--- config.mk ---
export PLATFORM = sky130hd
export DESIGN_NAME = led_period_meter
export DESIGN_NICKNAME = d
export VERILOG_FILES = /design/src/rtl/led_period_meter.sv
export SDC_FILE = /design/constraint.sdc
export NUM_CORES = 1
export LEC_CHECK = 0
export BUFFER_PORTS_ARGS = -buffer_cell sky130_fd_sc_hd__buf_2
export CORE_MARGIN = 5
export CORE_UTILIZATION = 40
export CTS_CLUSTER_DIAMETER = 50
export DETAILED_ROUTE_END_ITERATION = 6
export PLACE_DENSITY = 0.56
export SYNTH_ARGS = -nofsm -noshare
export SYNTH_HDL_FRONTEND = slang
export SYNTH_SLANG_ARGS = --single-unit
--- constraint.sdc ---
create_clock -name i_clk -period 2.2 [get_ports i_clk]
set_input_delay 0.11 -clock i_clk [delete_from_list [all_inputs] [get_ports i_clk]]
set_output_delay 0.11 -clock i_clk [all_outputs]
set_load 0.01 [all_outputs]
--- src/rtl/led_period_meter.sv ---
`timescale 1ns/1ps
// Measures the rising-to-rising interval of an asynchronous blink input in whole ms.
// Latency 3 edges from blink_in to result; result held on valid/ready, overwrite flagged by overrun.
module led_period_meter #(
  parameter int CLK_FREQ_HZ = 100_000_000,
  parameter int W           = 16
) (
  input  logic         i_clk,
  input  logic         i_rst,
  input  logic         i_en,
  input  logic         i_blink_in,
  input  logic         i_meas_ready,
  output logic [W-1:0] o_meas_delay,
  output logic         o_meas_valid,
  output logic         o_overflow,
  output logic         o_overrun
);

  localparam int            CYC_MS   = CLK_FREQ_HZ / 1000;
  localparam int            PW       = $clog2(CYC_MS);
  localparam logic [PW-1:0] PRE_LAST = PW'(CYC_MS - 1);
  localparam logic [W-1:0]  MS_MAX   = '1;

  typedef enum logic [1:0] {S_IDLE, S_ARM, S_MEAS} state_t;

  state_t        r_state;
  state_t        w_state_nxt;
  logic          r_s1, r_s2, r_s3;
  logic          w_rise;
  logic [PW-1:0] r_presc;
  logic [W-1:0]  r_ms_cnt;
  logic          r_sat;
  logic          w_start;
  logic          w_load;
  logic          w_cnt_run;
  logic [W-1:0]  r_meas_delay;
  logic          r_meas_valid;
  logic          r_overflow;
  logic          r_overrun;

  always_ff @(posedge i_clk or negedge i_rst) begin
    if (!i_rst) begin
      r_s1 <= 1'b0;
      r_s2 <= 1'b0;
      r_s3 <= 1'b0;
    end else begin
      r_s1 <= i_blink_in;
      r_s2 <= r_s1;
      r_s3 <= r_s2;
    end
  end

  assign w_rise = r_s2 & ~r_s3;

  always_ff @(posedge i_clk or negedge i_rst) begin
    if (!i_rst) r_state <= S_IDLE;
    else        r_state <= w_state_nxt;
  end

  always_comb begin
    w_state_nxt = r_state;
    if (!i_en) begin
      w_state_nxt = S_IDLE;
    end else begin
      case (r_state)
        S_IDLE:  w_state_nxt = S_ARM;
        S_ARM:   if (w_rise) w_state_nxt = S_MEAS;
        S_MEAS:  w_state_nxt = S_MEAS;
        default: w_state_nxt = S_IDLE;
      endcase
    end
  end

  always_comb begin
    w_start   = i_en & w_rise & ((r_state == S_ARM) | (r_state == S_MEAS));
    w_load    = i_en & w_rise & (r_state == S_MEAS);
    w_cnt_run = i_en & (r_state == S_MEAS);
  end

  // The rise cycle is the first cycle of the new interval, so the prescaler
  // restarts at 1; a load then always sees floor(N/CYC_MS).
  always_ff @(posedge i_clk or negedge i_rst) begin
    if (!i_rst) begin
      r_presc  <= '0;
      r_ms_cnt <= '0;
      r_sat    <= 1'b0;
    end else if (w_start) begin
      r_presc  <= PW'(1);
      r_ms_cnt <= '0;
      r_sat    <= 1'b0;
    end else if (w_cnt_run) begin
      if (r_presc == PRE_LAST) begin
        r_presc <= '0;
        if (r_ms_cnt == MS_MAX) r_sat    <= 1'b1;
        else                    r_ms_cnt <= r_ms_cnt + 1'b1;
      end else begin
        r_presc <= r_presc + 1'b1;
      end
    end else begin
      r_presc  <= '0;
      r_ms_cnt <= '0;
      r_sat    <= 1'b0;
    end
  end

  always_ff @(posedge i_clk or negedge i_rst) begin
    if (!i_rst) begin
      r_meas_delay <= '0;
      r_meas_valid <= 1'b0;
      r_overflow   <= 1'b0;
      r_overrun    <= 1'b0;
    end else begin
      r_overrun <= w_load & r_meas_valid & ~i_meas_ready;
      if (w_load) begin
        r_meas_delay <= r_ms_cnt;
        r_overflow   <= r_sat;
        r_meas_valid <= 1'b1;
      end else if (r_meas_valid & i_meas_ready) begin
        r_meas_valid <= 1'b0;
        r_overflow   <= 1'b0;
      end
    end
  end

  assign o_meas_delay = r_meas_delay;
  assign o_meas_valid = r_meas_valid;
  assign o_overflow   = r_overflow;
  assign o_overrun    = r_overrun;

endmodule

==> results of run 1 <==
## final cells by class
| type | count | area [sq um] | area share (%) |
|---|---|---|---|
| multi-input cells | 185 | 1350 | 40.2 |
| inverters | 6 | 22.5 | 0.672 |
| clock buffers | 14 | 173 | 5.15 |
| well taps | 96 | 120 | 3.58 |
| repair buffers | 34 | 228 | 6.79 |
| flip-flops and latches | 58 | 1450 | 43.3 |
| clock inverters | 2 | 10.0 | 0.299 |
## state kept, by name (all words and copies together), names as in the netlist
register / count
o_meas_delay: 16
o_meas_valid: 1
o_overflow: 1
o_overrun: 1
r_ms_cnt: 16
r_presc: 17
r_s1: 1
r_s2: 1
r_s3: 1
r_sat: 1
r_state: 2
## layout by cell type (no fill, tap or decap), types with 2 or more instances in the layout
cell type and instances:
nand2_1 17, buf_4 7, nor2b_1 3, nor2_1 22, o311a_1 2, a211oi_1 2, and3_1 3, or4_1 5
buf_12 2, nand4_1 11, mux2_2 16, dfrtp_1 58, buf_2 23, ha_1 5, o21ai_0 5, inv_1 6
and4bb_2 2, xnor2_1 6, nor3_1 2, clkbuf_8 12, and4_1 7, nand4_2 2, o31ai_1 6, clkinv_2 2
dlygate4sd3_1 2, xor2_1 7, a21oi_1 12, nor4_1 4, mux2i_1 6, clkbuf_1 2, a31o_2 2, or3_1 9
nand3_1 12
## power by group through the flow
stage	sequential, uW	clock, uW	combinational, uW
2_1_floorplan	1130	0	166
3_3_place_gp	1130	0	254
3_5_place_dp	1140	0	266
4_1_cts	1120	945	268
5_1_grt	1120	1000	304
6_report	1120	907	261
## routing by layer
metal	global-route usage, %	vias up	wire length [um]
met5	0	-	0
met4	6.86	0	68
met1	20.5	1022	2960
met2	20.6	25	2600
met3	4.38	5	186
li1	-	1031	-
## metrics by stage
step,area (sq um),std cells,total power (uW)
after global placement,3130,377,1390
final,3350,395,2280
after detailed placement,3130,377,1400
after CTS,3330,395,2330
after global routing,3350,395,2420
after floorplan,2850,260,1300
## what timing repair did
item / CTS / global route
gates resized for setup: 0 / 2
endpoints found under the setup margin: 0 / 3
endpoints found under the hold margin: 29 / 0
hold buffers: 2 / 0
setup buffers: 0 / 0
## cells by family after synthesis
family / after synthesis / synth area share, %
AO/OA/AOI/OAI: 34 / 8.03
XOR/XNOR: 13 / 3.99
adder cells (fa/ha/maj): 5 / 2.19
buffers and inverters: 17 / 2.55
flip-flops: 58 / 50.9
multiplexers: 22 / 8.43
AND/OR/NAND/NOR: 111 / 23.9
## worst max-delay path by stage
| stage | from | to | slack (ns) | cells past startpoint |
|---|---|---|---|---|
| after detailed placement | r_presc[0] | r_ms_cnt[12] | 0.14 | 6 |
| after CTS | r_presc[0] | r_ms_cnt[12] | 0.12 | 6 |
| after global placement | r_presc[0] | r_ms_cnt[7] | 0.11 | 6 |
| after global routing | r_presc[0] | r_ms_cnt[2] | 0.02 | 6 |
| after floorplan | r_state[0] | r_ms_cnt[11] | 0.36 | 8 |
| final | r_presc[11] | r_ms_cnt[4] | 0.15 | 4 |
## worst max-delay path, delay by kind of cell, from the launching register on
kind | cells | cell delay (ns)
AOI/OAI and AO/OA | 1 | 0.16
and+or+nand+nor | 3 | 1.39
DFF | 1 | 0.43
==> metrics, run 1 <==
status=completed; chip height=94.4 um; switching pwr=594 uW; drt via density=5.27; IO buf count=23; worst skew pair latency=0.34 ns; sw frac=26.0%; DRC viols=0; max-slew violation count=0; Area Growth Syn to Fin=17.6%; R2R Setup Slk=0.15 ns; FFs w/ async S/R, synth=100%; DP HPWL=3990 um; reg2reg start=r_presc[11]; register area share after synthesis=50.9%; PwrDens=681 nW/um^2; core area=6870 sq um; Critical Path, Cell by Cell=nor4b_4 -> nand4_2 -> or4_1 -> a21oi_1; hold crit path type=input pin to register; unrepaired setup endpoints after global routing=no; Final #Nets=304; syn nets=270; final clock skew=0.00420 ns; Hold Crit Start=i_en; ANT nets after route=0; post-synth top area share=50.9%; Setup CP Type=register to register; Worst path max stage delay=0.61 ns; Post-synth top flop=dfrtp_1; Antenna Cells=0; P_leak=0.00149 uW; worst r2r path cells=4; Starting DRT DRC Count=116; leading area contributor after synthesis=dfrtp_1; Initial Util=41.5%; Post-Syn Instances=260; IO Count=24; Final setup viols=0; Final Util=48.8%; row count=30; startpoint types=register; fill cell count=628; via count=2,083; crit path DAT=2.31 ns; Worst Hold End=r_state[0]; EDFF count, synth=0; clock transition at the registers of the reported paths=0.06 ns; Syn Area/Cell=11.0 sq um; worst-path fanout max=14; total grt overflow=0; dpl ws=0.135 ns; Slew @ Worst Pin=0.667 ns; Max H-tree Level=3; number of clock buffers inserted by TritonCTS=9; layout cells sized above 1=24.4%; Worst path slowest cell=or4_1; largest net degree at the start of global routing=31; number of global-route vias before repair=1,961; Wirelength per Cell=14.7 um; hold slack=0.0351 ns; Final Hold Fails=0; die area=8910 sq um; clock share of power=39.7%; final setup margin=0.150 ns; unique cell type count in the Yosys netlist=45; Root Driver=clkbuf_8; crit share post-route=93.2%; Area contributors post-synth=dfrtp_1 (51%), mux2_2 (6.3%), nor2_1 (2.9%), nand4_1 (2.4%), nand2_1 (2.2%); min Tclk post-route=2.05 ns; synth warn=0; first-pass GRT wire length=9870 um; initial antenna violation count=0; Peak VDD IR=0.000375 V; Clock Tree Buf Depth=2; CTS sink count=58; MaxCap Viol Count=0; GPL Wtd Cong=0.831; Worst Hold Depth=2; commonest cells in the netlist=dfrtp_1 (58), nor2_1 (22), nand2_1 (17); Fin Setup TNS=0 ns; flops & latches, synth=58; fmax=0.488 GHz; CP endpoint kind=register; gr usage total=14.6%; Critical Path RT=2.46 ns; most frequent cell after synthesis=dfrtp_1; worst r2r dst=r_ms_cnt[4]; P_int=1690 uW; mapped cell area=2850 sq um; drt first pass iters=4; final wirelength=5820 um; Die X-Extent=94.4 um; Flop pwr share=48.8%; Gate power share=11.4%; relative max-transition margin=55.6%; TritonCTS clock tree=yes
(Power assumes the default switching activity.)
==> run 2: changes to the inputs <==
CORE_MARGIN = unset   (was 5)
CTS_BUF_LIST = sky130_fd_sc_hd__clkbuf_4 sky130_fd_sc_hd__clkbuf_8   (was unset)
==> metrics, run 2 (synthesis gave the netlist of run 1 again) <==
Final Hold Fails=0 (unchanged); Final setup viols=0 (unchanged); initial antenna violation count=0 (unchanged); Tot Pwr=2380 uW (+4.3%); Worst path slowest cell=or4_1; number of global-route vias before repair=2,016 (+2.8%); Starting DRT DRC Count=99 (-15%); DRC viols=0 (unchanged); Worst path max stage delay=0.57 ns (-0.04 ns); Largest register FFs=17 (unchanged); max-slew violation count=0 (unchanged); dpl ws=0.172 ns (+0.0365 ns); reg2reg start=r_presc[0]; Critical Path, Cell by Cell=ha_1 -> and4_1 -> buf_4 -> nand4_2 -> or4_1 -> a21oi_1; Root Driver=clkbuf_8; Resize count post-CTS=0 (unchanged); drt first pass iters=4 (unchanged); final setup margin=0.157 ns (+0.00647 ns); chip height=86.4 um (-8.5%); TritonCTS clock tree=yes; MaxCap Viol Count=0 (unchanged); gr usage total=17.5% (+2.9 points); Fin Setup TNS=0 ns (unchanged); Worst Hold Depth=2 (unchanged); core area=6830 sq um (-0.55%); Final #Nets=304 (unchanged); Die X-Extent=86.4 um (-8.5%); final instance area=3330 sq um (-0.75%); crit share post-route=92.9% (-0.29 points); worst r2r dst=r_ms_cnt[12]; CTS sink count=58 (unchanged); ANT nets after route=0 (unchanged); IO buf count=23 (unchanged); min Tclk post-route=2.04 ns (-0.00647 ns); leading cell type in the layout, fill and taps excluded=dfrtp_1; unrepaired setup endpoints after global routing=yes; P_leak=0.00149 uW (-0.37%); final clock skew=0.0125 ns (+0.00825 ns); Initial Util=41.7% (+0.23 points); Hold Crit Start=i_en; startpoint types=register; placed cell area=3100 sq um (-0.80%); CP endpoint kind=register; clock transition at the registers of the reported paths=0.07 ns (about the same); final wirelength=5850 um (+0.55%); GPL Wtd Cong=0.766 (-7.8%); worst path bufs/invs=1 (+1); family with the most delay on the worst path=simple AND/OR/NAND/NOR gates; drt via density=5.32 (+0.86%); R2R Setup Slk=0.16 ns (about the same); DP HPWL=3770 um (-5.4%); worst r2r path cells=6 (+2); Wirelength per Cell=14.8 um (+0.55%); via count=2,101 (+0.86%); die area=7470 sq um (-16%); first-pass GRT wire length=9870 um (about the same); most frequent cells in the layout=dfrtp_1 (58), buf_2 (23), nor2_1 (22), nand2_1 (17), mux2_2 (16); Peak VDD IR=0.000333 V (-11%); Reg with most FFs=r_presc; PwrDens=716 nW/um^2 (+5.1%); IO Count=24 (unchanged); Final Util=48.7% (-0.098 points); total grt overflow=0 (unchanged); worst-path fanout max=8 (-6); layout cells sized above 1=25.1% (+0.67 points); relative max-transition margin=50.7% (-4.8 points); crit path DAT=2.30 ns (about the same); Clock Tree Buf Depth=2 (unchanged); CP Depth=6 (+2); Max H-tree Level=3 (unchanged); largest net degree at the start of global routing=59 (+90%); Critical Path RT=2.46 ns (about the same); Antenna Cells=0 (unchanged); status=completed; number of clock buffers inserted by TritonCTS=9 (unchanged); Area Growth Syn to Fin=16.7%; Worst Hold End=r_state[0]; Setup CP Type=register to register; row count=30 (unchanged); hold crit path type=input pin to register; Slew @ Worst Pin=0.739 ns (+0.0726 ns); fmax=0.489 GHz (+0.32%); worst skew pair latency=0.34 ns (about the same)
[run 2: cell types whose count changed in the layout (fill, tap and decap cells not counted), sizes merged]
cell      before  now
clkinvlp       0    1
clkinv         2    3
bufinv         0    1
clkbuf        14   11
[run 2: power by group]
part | leakage (uW) | switching, uW | internal [uW] | total (uW)
Sequential | 0.000801 | 20.1 | 1090 | 1110
Combinational | 0.000579 | 162 | 94.4 | 257
Clock | 0.000105 | 433 | 578 | 1010
Total | 0.00149 | 615 | 1770 | 2380
[run 2: worst max path at each step]
stage | start | endpoint | slack, ns
after detailed placement | r_presc[0] | r_ms_cnt[12] | 0.17
after CTS | r_presc[0] | r_ms_cnt[12] | 0.14
final | r_presc[0] | r_ms_cnt[12] | 0.16
after global placement | r_presc[0] | r_ms_cnt[12] | 0.25
after global routing | r_presc[0] | r_ms_cnt[15] | -0.01
after floorplan | r_state[0] | r_ms_cnt[11] | 0.36
[run 2: repair_timing]
action	in CTS	in global routing
buffers inserted	0	0
endpoints found under the setup margin	0	1
hold buffers	2	0
endpoints found under the hold margin	59	0
[run 2: final cells by class]
cell class	count	area, sq um
flip-flops and latches	58	1450
fillers	666	3500
multi-input cells	185	1330
well taps	96	120
clock inverters	5	52.6
inverters	6	22.5
repair buffers	34	203
clock buffers	11	151
[run 2: worst reg2reg max path: cells and delay by family (launching register included)]
family | cells | cell delay (ns)
flip-flops | 1 | 0.39
AND/OR/NAND/NOR | 3 | 1.05
adder cells (fa/ha/maj) | 1 | 0.23
AO/OA/AOI/OAI | 1 | 0.15
buffers and inverters | 1 | 0.15
[run 2: through the flow]
stage	hold slack [ns]	std cells
2_1_floorplan	-0.186	260
3_3_place_gp	0.218	377
3_5_place_dp	0.221	377
4_1_cts	0.0200	395
5_1_grt	0.0543	395
6_report	0.0326	395
[run 2: metal layers]
metal  track usage, %  vias up  wire [um]
met3             3.52       11        180
met5                0        -          0
met1             23.4     1012       3000
met2             26.8       44       2560
li1                 -     1034          -
met4             9.39        0        113
